## config.mk

```make
export PLATFORM = sky130hd
export DESIGN_NAME = rr_arb_mux
export DESIGN_NICKNAME = d
export VERILOG_FILES = /design/src/rtl/rr_arb_mux_pkg.sv /design/src/rtl/rr_arbiter.sv /design/src/rtl/rr_arb_mux.sv
export SDC_FILE = /design/constraint.sdc
export NUM_CORES = 1
export LEC_CHECK = 0
export ABC_CLOCK_PERIOD_IN_PS = 5340
export CAP_MARGIN = 40
export CORE_AREA = 2 2 121 123
export DETAILED_ROUTE_END_ITERATION = 6
export DIE_AREA = 0 0 123 125
export GPL_TIMING_DRIVEN = 0
export PLACE_DENSITY_LB_ADDON = 0.05
export SYNTH_ARGS = -nofsm -noshare
export SYNTH_HDL_FRONTEND = slang
export SYNTH_SLANG_ARGS = --single-unit
```

## constraint.sdc

```tcl
create_clock -name clk -period 5.34 [get_ports clk]
set_input_delay 1.602 -clock clk [delete_from_list [all_inputs] [get_ports clk]]
set_output_delay 1.602 -clock clk [all_outputs]
set_load 0.1 [all_outputs]
```

## src/rtl/rr_arb_mux_pkg.sv

```systemverilog
// Shared types and the round-robin pick function for rr_arb_mux.
// Channel indices are carried at the package-wide maximum width and narrowed by each user.
package rr_arb_mux_pkg;

  localparam int RR_N_MAX     = 64;
  localparam int RR_SEL_W_MAX = 6;

  typedef logic [RR_SEL_W_MAX-1:0] chan_idx_t;

  localparam chan_idx_t RR_PTR_RESET = '0;

  typedef struct packed {
    logic                found;
    chan_idx_t           idx;
    logic [RR_N_MAX-1:0] grant;
  } rr_pick_t;

  // Two passes: first ptr..n-1, then 0..ptr-1, so the first hit is the round-robin winner.
  function automatic rr_pick_t rr_pick(input logic [RR_N_MAX-1:0] valid,
                                       input chan_idx_t           ptr,
                                       input int                  n);
    rr_pick_t r;
    logic     hit;
    r = '0;
    for (int pass = 0; pass < 2; pass++) begin
      for (int i = 0; i < RR_N_MAX; i++) begin
        hit = !r.found && valid[i] && (i < n) &&
              ((pass == 0) ? (i >= int'(ptr)) : (i < int'(ptr)));
        if (hit) begin
          r.found    = 1'b1;
          r.idx      = chan_idx_t'(i);
          r.grant[i] = 1'b1;
        end else begin
          r.found = r.found;
        end
      end
    end
    return r;
  endfunction

endpackage

```

## src/rtl/rr_arbiter.sv

```systemverilog
// Round-robin arbiter owning rr_ptr; with RR_ARB_MUX_LOCK_EN it also owns the channel lock.
module rr_arbiter #(
  parameter  int N_INPUTS = 8,
  localparam int SEL_W    = $clog2(N_INPUTS)
) (
  input  logic                clk,
  input  logic                reset,
  input  logic [N_INPUTS-1:0] req,
  input  logic                advance,
  input  logic [SEL_W-1:0]    adv_idx,
`ifdef RR_ARB_MUX_LOCK_EN
  input  logic                adv_lock,
`endif
  output logic [N_INPUTS-1:0] grant,
  output logic [SEL_W-1:0]    grant_idx
);
  import rr_arb_mux_pkg::*;

  logic [SEL_W-1:0]    rr_ptr_q, rr_ptr_d;
  logic [SEL_W-1:0]    next_ptr;
  logic [RR_N_MAX-1:0] req_pad;
  rr_pick_t            pick;
  logic                unused_pick;

  // Round-robin candidate from the current pointer.
  always_comb begin
    req_pad                = '0;
    req_pad[N_INPUTS-1:0]  = req;
    pick                   = rr_pick(req_pad, chan_idx_t'(rr_ptr_q), N_INPUTS);
  end

  assign unused_pick = ^pick;
  assign next_ptr    = (adv_idx == SEL_W'(N_INPUTS - 1)) ? SEL_W'(0) : adv_idx + SEL_W'(1);

`ifdef RR_ARB_MUX_LOCK_EN
  logic             lock_q, lock_d;
  logic [SEL_W-1:0] lock_idx_q, lock_idx_d;

  // A held lock overrides rotation: only the locked channel may win, even when it idles.
  always_comb begin
    grant     = '0;
    grant_idx = '0;
    if (lock_q) begin
      grant[lock_idx_q] = req[lock_idx_q];
      grant_idx         = lock_idx_q;
    end else begin
      grant     = pick.grant[N_INPUTS-1:0];
      grant_idx = pick.idx[SEL_W-1:0];
    end
  end

  // Pointer and lock update on an accepted word.
  always_comb begin
    rr_ptr_d   = rr_ptr_q;
    lock_d     = lock_q;
    lock_idx_d = lock_idx_q;
    if (advance) begin
      if (adv_lock) begin
        lock_d     = 1'b1;
        lock_idx_d = adv_idx;
      end else begin
        lock_d   = 1'b0;
        rr_ptr_d = next_ptr;
      end
    end else begin
      rr_ptr_d = rr_ptr_q;
    end
  end

  // Lock state register.
  always_ff @(posedge clk) begin
    if (reset) begin
      lock_q     <= 1'b0;
      lock_idx_q <= '0;
    end else begin
      lock_q     <= lock_d;
      lock_idx_q <= lock_idx_d;
    end
  end
`else
  // Pure round-robin grant.
  always_comb begin
    grant     = pick.grant[N_INPUTS-1:0];
    grant_idx = pick.idx[SEL_W-1:0];
  end

  // Pointer moves past the channel just served.
  always_comb begin
    rr_ptr_d = rr_ptr_q;
    if (advance) begin
      rr_ptr_d = next_ptr;
    end else begin
      rr_ptr_d = rr_ptr_q;
    end
  end
`endif

  // Round-robin pointer register.
  always_ff @(posedge clk) begin
    if (reset) begin
      rr_ptr_q <= RR_PTR_RESET[SEL_W-1:0];
    end else begin
      rr_ptr_q <= rr_ptr_d;
    end
  end

endmodule

```

## src/rtl/rr_arb_mux.sv

```systemverilog
// N-channel round-robin mux with a one-entry registered output and valid/ready on both sides.
// Optional build macro RR_ARB_MUX_LOCK_EN adds the in_lock port and channel locking.
module rr_arb_mux #(
  parameter  int WIDTH    = 32,
  parameter  int N_INPUTS = 8,
  localparam int SEL_W    = $clog2(N_INPUTS)
) (
  input  logic                      clk,
  input  logic                      reset,
  input  logic [N_INPUTS*WIDTH-1:0] in_data,
  input  logic [N_INPUTS-1:0]       in_valid,
  output logic [N_INPUTS-1:0]       in_ready,
`ifdef RR_ARB_MUX_LOCK_EN
  input  logic [N_INPUTS-1:0]       in_lock,
`endif
  output logic [WIDTH-1:0]          out_data,
  output logic [SEL_W-1:0]          out_sel,
  output logic                      out_valid,
  input  logic                      out_ready
);
  import rr_arb_mux_pkg::*;

  logic [N_INPUTS-1:0] grant;
  logic [SEL_W-1:0]    grant_idx;
  logic                can_load;
  logic                load;
  logic [N_INPUTS-1:0] in_ready_s;

  logic [WIDTH-1:0]    out_data_q, out_data_d;
  logic [SEL_W-1:0]    out_sel_q, out_sel_d;
  logic                out_valid_q, out_valid_d;

  rr_arbiter #(.N_INPUTS(N_INPUTS)) u_arb (
    .clk       (clk),
    .reset     (reset),
    .req       (in_valid),
    .advance   (load),
    .adv_idx   (grant_idx),
`ifdef RR_ARB_MUX_LOCK_EN
    .adv_lock  (in_lock[grant_idx]),
`endif
    .grant     (grant),
    .grant_idx (grant_idx)
  );

  // Accept only when the output slot is free or draining this cycle; never during reset.
  always_comb begin
    can_load = !out_valid_q || out_ready;
    if (reset) begin
      in_ready_s = '0;
    end else if (can_load) begin
      in_ready_s = grant;
    end else begin
      in_ready_s = '0;
    end
    load = |in_ready_s;
  end

  // Output slot next state: reload wins over drain so a word can pass every cycle.
  always_comb begin
    out_data_d  = out_data_q;
    out_sel_d   = out_sel_q;
    out_valid_d = out_valid_q;
    if (load) begin
      out_data_d  = in_data[int'(grant_idx)*WIDTH +: WIDTH];
      out_sel_d   = grant_idx;
      out_valid_d = 1'b1;
    end else if (out_ready) begin
      out_valid_d = 1'b0;
    end else begin
      out_valid_d = out_valid_q;
    end
  end

  // Output register.
  always_ff @(posedge clk) begin
    if (reset) begin
      out_data_q  <= '0;
      out_sel_q   <= '0;
      out_valid_q <= 1'b0;
    end else begin
      out_data_q  <= out_data_d;
      out_sel_q   <= out_sel_d;
      out_valid_q <= out_valid_d;
    end
  end

  assign in_ready  = in_ready_s;
  assign out_data  = out_data_q;
  assign out_sel   = out_sel_q;
  assign out_valid = out_valid_q;

endmodule

```

==> impl_results.rst, run 1 <==
.. list-table::
   :header-rows: 1

   * - Metric
     - Value
   * - Type of element launching the critical path
     - input port
   * - Highest achievable clock rate
     - 191.8 MHz
   * - Via count of the first global-routing pass
     - about 5.1k
   * - Horiz. Die Dim
     - 123 um
   * - Net Sw Power
     - ~1300 uW
   * - Number of H-tree levels
     - 2
   * - Reg2reg path depth
     - 11
   * - Instance area at placement
     - between 8000 and 9000 um2
   * - CTS tree
     - yes
   * - FF-to-FF Start
     - u_arb.rr_ptr_q[2]$_SDFFE_PP0P_
   * - Endpoint arrival time on the critical path
     - roughly 3600 ps
   * - Top-area cell type share of the netlist area
     - between 40 and 50%
   * - Clock Power Share
     - 10.0%
   * - Share of power burned in registers
     - between 10% and 20%
   * - Syn Area/Cell
     - between 9 and 10 um2
   * - Final Skew
     - a little under 10 ps
   * - Pwr/cell area
     - 346.6 nW/um2
   * - Cell count after synthesis
     - 393
   * - Endpoint with the worst hold slack
     - out_sel[1]$_SDFFE_PP0P_
   * - Placer congestion estimate
     - about 0.85
   * - Slowest-stage cell, CP
     - sky130_fd_sc_hd__clkdlybuf4s50_1
   * - Inst Count DP
     - between 900 and 1k
   * - Number of antenna violations at the first check in global routing
     - 0
   * - Type of the worst setup path
     - in -> out
   * - Number of flip-flops and latches in the synthesized netlist
     - 39
   * - Most common cell in the synthesized netlist
     - sky130_fd_sc_hd__mux2i_1
   * - Number of buffers added by the clock tree synthesis step
     - 5
   * - Number of max-capacitance violations reported
     - 0
   * - GRT Util Overall
     - a little under a quarter
   * - Worst-path clk slew
     - 50 ps
   * - Area occupied by multi-input gates
     - between 2000 and 3000 um2
   * - Number of buffers added to fix hold violations after cts
     - 0
   * - Internal power
     - between 1500 and 2000 uW
   * - HPWL after detailed placement
     - 15390 um
   * - Gr ovfl total
     - 0
   * - Hold path startpoint
     - out_sel[1]$_SDFFE_PP0P_
   * - Starting Density
     - between 20% and 30%
   * - Number of optimization iterations in the first detailed-route pass
     - 4
   * - Netlist area before placement
     - 3692 um2
   * - Critical path buffer and inverter count
     - 4
   * - Final number of max-transition violations
     - 0
   * - Max rail drop VDD
     - ~0.25 mV
   * - Count of input and output buffers
     - 309
   * - Number of DRC markers in iteration 0
     - 189
   * - Area growth from synthesis to layout
     - 122.5%
   * - Period Utilization, post-route
     - 97.62%
   * - Async set-reset flop share out of synthesis
     - 0%
   * - Post-Synthesis Net Count
     - between 600 and 700
   * - Largest stage delay, worst path
     - roughly 460 ps
   * - Yosys synthesis warning count
     - 0
   * - Number of enable-type register cells in the synthesized netlist
     - 0
   * - Buffer cell driving the clock tree root
     - sky130_fd_sc_hd__clkbuf_16
   * - Leakage
     - ~0.0033 uW
   * - Share of post-route cells with drive strength above 1
     - between 10 and 15%
   * - Setup WS post-layout
     - ~130 ps
   * - Number of filler cells placed in the layout
     - 1285
   * - Final Core Density
     - 57.83%
   * - Worst Hold Path Cells
     - 2
   * - Seq. cell area
     - ~800 um2
   * - Remaining antenna violation count
     - 0
   * - Sequential share of the synthesized area
     - a little over a fifth
   * - Vias
     - 4701
   * - Cell family with the largest share of critical-path delay
     - buffers and inverters
   * - Insertion delay of the later-clocked pin in the worst-skew pair
     - around 280 ps
   * - Final Non-Filler Cells
     - 937
   * - Detailed-route DRC error count
     - 0
   * - Wire length of the first global-routing pass
     - 28060 um
   * - RSZ-0062 raised after global routing
     - no
   * - Crit path required time
     - ~3700 ps
   * - Worst R2R End
     - out_data[15]$_SDFFE_PP0P_
   * - CTS sink cnt
     - 39
   * - Cell types occupying the most area after synthesis
     - sky130_fd_sc_hd__mux2i_1, sky130_fd_sc_hd__dfxtp_1, sky130_fd_sc_hd__a221o_1
   * - Area leader, netlist
     - sky130_fd_sc_hd__mux2i_1
   * - Pre-CTS setup slack
     - -455.4 ps
   * - Diode insertion count for antenna repair
     - 0
   * - Cell-by-cell trace of the critical path
     - dlygate4sd2_1, nor2_2, a32oi_2, a211oi_2, o211ai_1, inv_1, clkdlybuf4s50_1, buf_8
   * - Count of cell types in the netlist
     - between 40 and 50
   * - Y dimension of the die
     - ~130 um
   * - Final design area excluding fillers
     - 8214 um2
   * - Path category of the worst min-delay check
     - reg -> reg
   * - Worst-margin pin slew
     - approximately 620 ps
   * - Net switching fraction of the power
     - between 40% and 50%
   * - Minimum clock period
     - between 5000 and 6000 ps
   * - Worst-case register-to-register setup slack
     - roughly 2100 ps
   * - Final Setup Violations
     - 0
   * - Critical path peak fanout
     - 7
   * - Total detailed-routing wirelength
     - about 19000 um
   * - List of most frequent post-synthesis cells
     - sky130_fd_sc_hd__mux2i_1, sky130_fd_sc_hd__dfxtp_1, sky130_fd_sc_hd__a221o_1, sky130_fd_sc_hd__o22ai_1, sky130_fd_sc_hd__nor2_1
   * - DR vias/cell
     - 5.017
   * - Max Buffers Root-to-Sink
     - 2
   * - Die footprint
     - ~15000 um2
   * - Final hold violations
     - 0
   * - Nets
     - about 1.0k
   * - Slew HR
     - between 50 and 60%
   * - Area of the placeable core
     - approximately 14000 um2
   * - Run status
     - complete, no violations
   * - Average detailed-routed wire length per instance
     - ~20 um
   * - Part of the power in combinational logic
     - between 70% and 80%
   * - Top_reg_cell synth
     - sky130_fd_sc_hd__dfxtp_1
   * - Number of rows created at floorplan
     - 44
   * - Top-level port count
     - between 300 and 400
   * - Largest net degree at the start of global routing
     - 11
   * - Type of element capturing the critical path
     - output pin
==> area by class of cell <==
type                            instances  area share (%)
Sequential cell                        39           9.505
Clock buffer                            6           1.569
Buffer                                 34           2.300
Tap cell                              184           2.803
Multi-Input combinational cell        315           33.68
Inverter                                5          0.2285
Timing Repair Buffer                  354           49.92
==> per-stage QoR <==
step | hold slack [ps] | TNS (ps) | total power [uW]
2_1_floorplan | 578.6 | 0 | 1570
3_3_place_gp | 441.5 | -5327 | 2099
3_5_place_dp | 452.1 | -1881 | 2568
4_1_cts | 460.0 | 0 | 2869
5_1_grt | 479.0 | 0 | 2964
6_report | 458.5 | 0 | 2847
==> kinds of logic (layout without fill, tap and decap cells) <==
kind of cell / count (synthesis) / after routing / synth area share (%)
muxes: 164 / 164 / 44.46
AOI/OAI and AO/OA: 92 / 92 / 20.30
and+or+nand+nor: 58 / 58 / 8.133
buffers and inverters: 39 / 399 / 5.625
DFF: 39 / 39 / 21.15
adders and majority gates: 1 / 1 / 0.3388
==> worst max-delay path by stage <==
stage                startpoint     endpoint  slack [ps]  cells past startpoint
floorplan           in_valid[6]  in_ready[1]          30                      5
global placement    in_valid[0]  in_ready[4]        -860                      7
detailed placement  in_valid[0]  in_ready[4]        -460                      8
CTS                 in_valid[5]  in_ready[0]          20                      8
global route        in_valid[3]  in_ready[6]          10                      8
finish              in_valid[3]  in_ready[5]         130                      8
==> state kept, by name, indices dropped and copies added (netlist names) <==
| signal | count |
|---|---|
| out_valid | 1 |
| out_data | 32 |
| u_arb.rr_ptr_q | 3 |
| out_sel | 3 |
==> metal layers <==
| metal | GRT usage, % | vias up | share of wire [%] |
|---|---|---|---|
| met1 | 26.41 | 2206 | 38 |
| met5 | 0 | - | 0 |
| met2 | 45.24 | 194 | 53 |
| li1 | - | 2273 | - |
| met3 | 4.745 | 28 | 6.3 |
| met4 | 6.885 | 0 | 2.5 |
==> tightest hold or removal path: stages, from the launching register on <==
cell and delay [ps]:
sky130_fd_sc_hd__dfxtp_1 300, sky130_fd_sc_hd__nand2_1 60, sky130_fd_sc_hd__a21oi_1 50
==> layout by cell type (no fill, tap or decap), types with 2 or more instances in the layout <==
master	n
sky130_fd_sc_hd__nand2_1	11
sky130_fd_sc_hd__nor2_1	17
sky130_fd_sc_hd__clkbuf_1	12
sky130_fd_sc_hd__buf_16	26
sky130_fd_sc_hd__a32oi_2	2
sky130_fd_sc_hd__nor3_1	3
sky130_fd_sc_hd__nor2_2	3
sky130_fd_sc_hd__a221o_1	32
sky130_fd_sc_hd__o211ai_1	3
sky130_fd_sc_hd__nor2b_1	2
sky130_fd_sc_hd__buf_1	3
sky130_fd_sc_hd__dfxtp_1	39
sky130_fd_sc_hd__nor3_2	3
sky130_fd_sc_hd__o22ai_1	32
sky130_fd_sc_hd__buf_12	5
sky130_fd_sc_hd__buf_2	13
sky130_fd_sc_hd__buf_8	13
sky130_fd_sc_hd__a21oi_1	6
sky130_fd_sc_hd__clkdlybuf4s15_2	2
sky130_fd_sc_hd__nand2b_1	5
sky130_fd_sc_hd__o21ai_0	4
sky130_fd_sc_hd__nand4_1	2
sky130_fd_sc_hd__inv_1	4
sky130_fd_sc_hd__dlygate4sd2_1	5
sky130_fd_sc_hd__clkdlybuf4s50_1	297
sky130_fd_sc_hd__clkbuf_16	5
sky130_fd_sc_hd__mux2i_1	164
sky130_fd_sc_hd__a41oi_2	2
sky130_fd_sc_hd__buf_4	7
sky130_fd_sc_hd__buf_6	5
==> timing repair <==
| item | in CTS | in global routing |
|---|---|---|
| pin swaps | 8 | 2 |
| setup buffers | 3 | 2 |
| resized for setup | 26 | 3 |
| gates cloned | 0 | 0 |
| setup endpoints to repair | 8 | 3 |
==> power groups by stage <==
stage / logic [uW] / registers (uW) / clock network (uW)
floorplan: 556 / 1010 / 0
global placement: 1670 / 427 / 0
detailed placement: 2140 / 429 / 0
CTS: 2150 / 425 / 293
global route: 2220 / 435 / 304
finish: 2140 / 426 / 284
Power figures use the tool's default switching activity.
==> run 2: changes to the inputs <==
Settings changed: TNS_END_PERCENT set to 20.
==> run 2 against run 1 <==
Sequential power about the same. Critical path type unchanged. Maximum frequency rose by 0.18%. Die area stayed put. Clock skew is 6.6 ps lower. Power decreased by 0.16%. Design area is essentially flat. Hold slack got worse by 0.96 ps. First-iteration DRC count grew 28%. Largest cell class unchanged. Sequential share of layout area barely moved. Clock power about the same. Global-route usage about the same.
==> impl_results.rst, run 2 (synthesis results as in run 1) <==
.. list-table::
   :header-rows: 1

   * - Metric
     - Value
   * - Run status
     - complete, no violations
   * - GRT Util Overall
     - 23.94%
   * - Cell seen most often among critical-path stages
     - sky130_fd_sc_hd__clkdlybuf4s50_1
   * - Number of filler cells placed in the layout
     - about 1.3k
   * - Final design area excluding fillers
     - just over 8000 um2
   * - Slowest-stage cell, CP
     - sky130_fd_sc_hd__clkdlybuf4s50_1
   * - Starting Density
     - 26.00%
   * - RSZ-0062 raised after global routing
     - no
   * - Final hold violations
     - 0
   * - Horiz. Die Dim
     - between 100 and 150 um
   * - Setup WS post-layout
     - 136.5 ps
   * - Total detailed-routing wirelength
     - 18690 um
   * - Type of element capturing the critical path
     - output pin
   * - Gr ovfl total
     - 0
   * - CTS sink cnt
     - 39
   * - Critical path buffer and inverter count
     - 4
   * - Placer congestion estimate
     - 0.8478
   * - Number of optimization iterations in the first detailed-route pass
     - 4
   * - Insertion delay of the later-clocked pin in the worst-skew pair
     - ~280 ps
   * - Instance area at placement
     - around 8000 um2
   * - Diode insertion count for antenna repair
     - 0
   * - Remaining antenna violation count
     - 0
   * - Path category of the worst min-delay check
     - reg -> reg
   * - Share of post-route cells with drive strength above 1
     - around 12%
   * - Summed negative setup slack over all endpoints
     - 0 ps
   * - Instance count on the critical path
     - 8
   * - Die footprint
     - ~15000 um2
   * - Cell-by-cell trace of the critical path
     - clkdlybuf4s50_1, nand2b_1, nor2b_1, and4b_1, a41oi_1, inv_1, clkdlybuf4s50_1, buf_8
   * - Type of the worst setup path
     - in -> out
   * - Cell family with the largest share of critical-path delay
     - buffers and inverters
   * - Top-level port count
     - 311
   * - Buffer cell driving the clock tree root
     - sky130_fd_sc_hd__clkbuf_16
   * - Detailed-route DRC error count
     - 0
   * - Critical path peak fanout
     - 4
   * - Final Skew
     - between 3 and 4 ps
   * - Wire length of the first global-routing pass
     - between 20000 and 30000 um
   * - Number of max-capacitance violations reported
     - 0
   * - Worst-path clk slew
     - 50 ps
   * - Y dimension of the die
     - ~130 um
   * - Max Buffers Root-to-Sink
     - 2
   * - Worst-case register-to-register setup slack
     - a little over 2000 ps
   * - Vias
     - roughly 4.7k
   * - Average detailed-routed wire length per instance
     - 19.92 um
   * - Endpoint arrival time on the critical path
     - 3600 ps
   * - Area growth from synthesis to layout
     - 122.5%
   * - HPWL after detailed placement
     - around 15000 um
   * - CTS tree
     - yes
   * - Number of DRC markers in iteration 0
     - between 200 and 250
   * - Slew HR
     - between 50 and 60%
   * - Most common cell after layout, fill and taps aside
     - sky130_fd_sc_hd__clkdlybuf4s50_1
   * - Via count of the first global-routing pass
     - roughly 5k
   * - Origin of the worst setup path
     - out_ready
   * - Crit path required time
     - roughly 3700 ps
   * - Leakage
     - 0.003274 uW
   * - Highest achievable clock rate
     - slightly below 200 MHz
   * - Worst-margin pin slew
     - approximately 630 ps
   * - Reg2reg path depth
     - 10
   * - Nets
     - 1023
   * - FF-to-FF Start
     - u_arb.rr_ptr_q[2]$_SDFFE_PP0P_
   * - Count of input and output buffers
     - between 300 and 400
   * - Number of buffers added to fix hold violations after cts
     - 0
   * - Number of H-tree levels
     - 2
   * - Minimum clock period
     - 5203 ps
   * - Max reg flops
     - 32
   * - Worst R2R End
     - out_data[24]$_SDFFE_PP0P_
   * - Final number of max-transition violations
     - 0
   * - DR vias/cell
     - 5.005
   * - Area of the placeable core
     - approximately 14000 um2
   * - Max rail drop VDD
     - around 0.25 mV
   * - Largest net degree at the start of global routing
     - 11
   * - Final Setup Violations
     - 0
   * - Number of buffers added by the clock tree synthesis step
     - 5
   * - Number of antenna violations at the first check in global routing
     - 0
   * - Number of rows created at floorplan
     - 44
   * - Largest stage delay, worst path
     - 510 ps
   * - Pwr/cell area
     - 346.0 nW/um2
   * - CP Capture Point
     - in_ready[0]
   * - Type of element launching the critical path
     - input port
   * - Commonest cells after routing, fill and taps aside
     - sky130_fd_sc_hd__clkdlybuf4s50_1, sky130_fd_sc_hd__mux2i_1, sky130_fd_sc_hd__dfxtp_1
   * - Period Utilization, post-route
     - a little over nine tenths
   * - Pre-CTS setup slack
     - -455.4 ps
## run 2: repair_timing
action,in CTS,in global routing
gates resized for setup,24,7
pin swaps,7,1
setup endpoints to repair,8,5
cloned,0,0
setup buffers,2,1
## run 2: worst min-delay path by stage
stage,from,end,slack [ps],cells after the start
6_report,out_sel[1]$_SDFFE_PP0P_,out_sel[1]$_SDFFE_PP0P_,460,2
3_5_place_dp,out_sel[1]$_SDFFE_PP0P_,out_sel[1]$_SDFFE_PP0P_,450,2
4_1_cts,out_sel[1]$_SDFFE_PP0P_,out_sel[1]$_SDFFE_PP0P_,460,2
5_1_grt,out_sel[1]$_SDFFE_PP0P_,out_sel[1]$_SDFFE_PP0P_,480,2
3_3_place_gp,out_sel[1]$_SDFFE_PP0P_,out_sel[1]$_SDFFE_PP0P_,440,2
2_1_floorplan,u_arb.rr_ptr_q[2]$_SDFFE_PP0P_,u_arb.rr_ptr_q[2]$_SDFFE_PP0P_,580,3
## run 2: tightest hold or removal path, stage by stage, from the launching register on
cell	delay [ps]
sky130_fd_sc_hd__dfxtp_1	300
sky130_fd_sc_hd__nand2_1	60
sky130_fd_sc_hd__a21oi_1	50
## run 2: power breakdown
part	switching, uW	leakage (uW)	internal, uW
logic	1150	0.00289	986
registers	47.2	0.000322	378
clock network	113	0.0000628	168
total	1310	0.00327	1530
## run 2: metrics by stage
stage	power, uW	cells	utilization (%)	hold WS, ps
6_report	2843	938	57.85	457.6
5_1_grt	2963	938	57.85	479.0
4_1_cts	2868	937	57.71	460.0
3_5_place_dp	2568	930	56.35	452.1
3_3_place_gp	2099	886	49.41	441.5
2_1_floorplan	1570	393	-	578.6
## run 2: area by class of cell
cell class	instances	area (um2)	share of cell area (%)
Sequential cell	39	780.7	9.502
Multi-Input combinational cell	315	2756	33.55
Timing Repair Buffer	355	4113	50.05
Tap cell	184	230.2	2.802
Clock buffer	6	128.9	1.568
Buffer	34	188.9	2.299
Inverter	5	18.77	0.2284
## run 2: metal layers
| metal | up-vias | GRT usage, % | wire (um) |
|---|---|---|---|
| met5 | - | 0 | 0 |
| met2 | 187 | 45.30 | 10010 |
| met4 | 0 | 6.885 | 460 |
| li1 | 2276 | - | - |
| met3 | 28 | 4.745 | 1170 |
| met1 | 2204 | 26.49 | 7049 |
==> run 3: changes to the inputs <==
Settings changed: CAP_MARGIN 40 to 10, CORE_AREA 2 2 121 123 to 5 5 117 119, CTS_BUF_LIST set to sky130_fd_sc_hd__clkbuf_16, DIE_AREA 0 0 123 125 to 0 0 122 124.
==> run 3 against run 2 <==
Count of clock-buffer cells in the layout down 1. Non-clock buffer count down 46. Critical endpoint is now in_ready[1]. First-iteration DRC count down 32%. Critical path depth down 1.
==> impl_results.rst, run 3 (synthesis results as in run 1) <==
.. list-table::
   :header-rows: 1

   * - Metric
     - Value
   * - Gr ovfl total
     - 0
   * - Count of input and output buffers
     - ~310
   * - Horiz. Die Dim
     - 122 um
   * - Final number of max-transition violations
     - 0
   * - Leakage
     - about 0.0028 uW
   * - Setup WS post-layout
     - 90.30 ps
   * - CP Capture Point
     - in_ready[1]
   * - Number of buffers added to fix hold violations after cts
     - 0
   * - Overall Power
     - ~2500 uW
   * - Cell-by-cell trace of the critical path
     - clkdlybuf4s50_1, or2_2, a21boi_1, a211oi_1, o211ai_1, nor2_1, buf_2
   * - Diode insertion count for antenna repair
     - 0
   * - Number of buffers added by the clock tree synthesis step
     - 5
   * - Largest stage delay, worst path
     - 490 ps
   * - Origin of the worst setup path
     - in_valid[6]
   * - Number of DRC markers in iteration 0
     - ~170
   * - Minimum clock period
     - 5250 ps
   * - Slew HR
     - 27.05%
   * - Worst-margin pin slew
     - around 1100 ps
   * - Wire length of the first global-routing pass
     - approximately 27000 um
   * - Clock Power Share
     - 15.9%
   * - Average detailed-routed wire length per instance
     - approximately 21 um
   * - Type of the worst setup path
     - in -> out
   * - Top-level port count
     - slightly above 300
   * - Critical path peak fanout
     - 6
   * - Reg2reg path depth
     - 9
   * - Number of antenna violations at the first check in global routing
     - 0
   * - Most common cell after layout, fill and taps aside
     - sky130_fd_sc_hd__clkdlybuf4s50_1
   * - Number of optimization iterations in the first detailed-route pass
     - 4
   * - Top layer used by detailed routing
     - met4
   * - Placer congestion estimate
     - 0.8779
   * - DR vias/cell
     - about 5.1
   * - Detailed-route DRC error count
     - 0
   * - Total detailed-routing wirelength
     - around 19000 um
   * - Remaining antenna violation count
     - 0
   * - Period Utilization, post-route
     - 98.31%
   * - Crit path required time
     - roughly 3700 ps
   * - Max reg flops
     - 32
   * - Worst-case register-to-register setup slack
     - approximately 2300 ps
   * - Highest achievable clock rate
     - between 150 and 200 MHz
   * - Area of the placeable core
     - 12470 um2
   * - Run status
     - complete, no violations
   * - Final Core Density
     - between 50 and 60%
   * - Starting Density
     - between 20 and 30%
   * - Net switching fraction of the power
     - between 40% and 50%
   * - Final Skew
     - ~9.1 ps
   * - Worst-path clk slew
     - about 60 ps
   * - Worst R2R End
     - out_data[15]$_SDFFE_PP0P_
   * - # Post-CTS Setup Buffers
     - 0
   * - Type of element launching the critical path
     - input port
   * - Die footprint
     - about 15000 um2
   * - Share of power burned in registers
     - 17.2%
   * - Insertion delay of the later-clocked pin in the worst-skew pair
     - 290 ps
   * - Post-route met1 wirelength
     - approximately 6700 um
   * - Largest net degree at the start of global routing
     - 14
   * - Number of rows created at floorplan
     - between 40 and 50
   * - Pre-CTS setup slack
     - -899.4 ps
   * - HPWL after detailed placement
     - 15590 um
   * - CTS tree
     - yes
   * - Final Setup Violations
     - 0
   * - Internal power
     - between 1000 and 1500 uW
   * - Sum of met3 wire segment lengths after detailed routing
     - between 1500 and 2000 um
   * - Endpoint arrival time on the critical path
     - roughly 3700 ps
   * - Path category of the worst min-delay check
     - reg -> reg
   * - Worst hold slack
     - around 460 ps
   * - Pwr/cell area
     - ~350 nW/um2
   * - Number of H-tree levels
     - 2
   * - Type of element capturing the critical path
     - output pin
   * - Vias
     - 4528
   * - Max Buffers Root-to-Sink
     - 2
   * - GRT Util Overall
     - 23.12%
   * - Slowest-stage cell, CP
     - sky130_fd_sc_hd__clkdlybuf4s50_1
   * - Commonest cells after routing, fill and taps aside
     - sky130_fd_sc_hd__clkdlybuf4s50_1, sky130_fd_sc_hd__mux2i_1, sky130_fd_sc_hd__dfxtp_1
   * - Part of the power in combinational logic
     - between 60 and 70%
   * - FF-to-FF Start
     - u_arb.rr_ptr_q[2]$_SDFFE_PP0P_
   * - Share of post-route cells with drive strength above 1
     - under 10%
   * - Net Sw Power
     - approximately 1200 uW
   * - Final hold violations
     - 0
   * - Number of max-capacitance violations reported
     - 0
   * - Buffer cell driving the clock tree root
     - sky130_fd_sc_hd__clkbuf_16
   * - Area growth from synthesis to layout
     - 94.54%
   * - Nets
     - slightly below 1k
   * - Met2 wirelength from detailed routing
     - ~9500 um
   * - Via count of the first global-routing pass
     - 4933
   * - Y dimension of the die
     - about 120 um
   * - CTS sink cnt
     - 39
   * - Max rail drop VDD
     - 0.1915 mV
   * - RSZ-0062 raised after global routing
     - no
   * - Number of resized instances in the post-cts repair step
     - 36
[run 3: cell types whose count changed in the layout (fill, tap and decap cells not counted), sizes merged]
cell / previous run / this run
bufinv: 0 / 2
clkinvlp: 0 / 1
clkdlybuf4s50: 298 / 299
dlymetal6s2s: 2 / 1
clkbuf: 18 / 20
buf: 70 / 26
dlygate4sd2: 5 / 1
clkdlybuf4s15: 2 / 1
[run 3: worst min-delay path by stage]
stage                                         from                        endpoint  slack [ps]  depth (start not counted)
floorplan           u_arb.rr_ptr_q[2]$_SDFFE_PP0P_  u_arb.rr_ptr_q[2]$_SDFFE_PP0P_         580                          3
detailed placement         out_sel[1]$_SDFFE_PP0P_         out_sel[1]$_SDFFE_PP0P_         450                          2
global route               out_sel[1]$_SDFFE_PP0P_         out_sel[1]$_SDFFE_PP0P_         490                          2
global placement           out_sel[1]$_SDFFE_PP0P_         out_sel[1]$_SDFFE_PP0P_         440                          2
finish                     out_sel[1]$_SDFFE_PP0P_         out_sel[1]$_SDFFE_PP0P_         460                          2
CTS                        out_sel[1]$_SDFFE_PP0P_         out_sel[1]$_SDFFE_PP0P_         450                          2
[run 3: metrics by stage]
| step | std cells | setup TNS, ps | cell area, um2 |
|---|---|---|---|
| 6_report | 882 | 0 | 7183 |
| 5_1_grt | 882 | 0 | 7183 |
| 4_1_cts | 882 | 0 | 7184 |
| 3_5_place_dp | 874 | -4956 | 7003 |
| 3_3_place_gp | 874 | -4791 | 7003 |
| 2_1_floorplan | 393 | 0 | 3695 |
[run 3: critical path: cells and delay by family]
kind	cells	cell delay, ps
AND/OR/NAND/NOR	2	480
AO/OA/AOI/OAI	3	640
buffers and inverters	2	930
[run 3: final cells by class]
class | count | area, um2
buffer | 34 | 188.9
clock buffer | 5 | 125.1
clock inverter | 3 | 67.56
fill | 1173 | 5283
inverter | 5 | 18.77
multi-input combinational | 315 | 2706
sequential | 39 | 780.7
tap | 172 | 215.2
timing repair buffer | 309 | 3080
[run 3: power by group through the flow]
stage          Sequential, uW  Combinational (uW)  Clock [uW]
2_1_floorplan            1010                 556           0
3_3_place_gp              428                1670           0
3_5_place_dp              430                1670           0
4_1_cts                   427                1680         402
5_1_grt                   436                1740         408
6_report                  427                1660         396
[run 3: layer usage]
layer	vias up	track usage, %
met1	2056	24.63
li1	2188	-
met2	250	42.16
met5	-	0
met3	34	7.856
met4	0	8.894
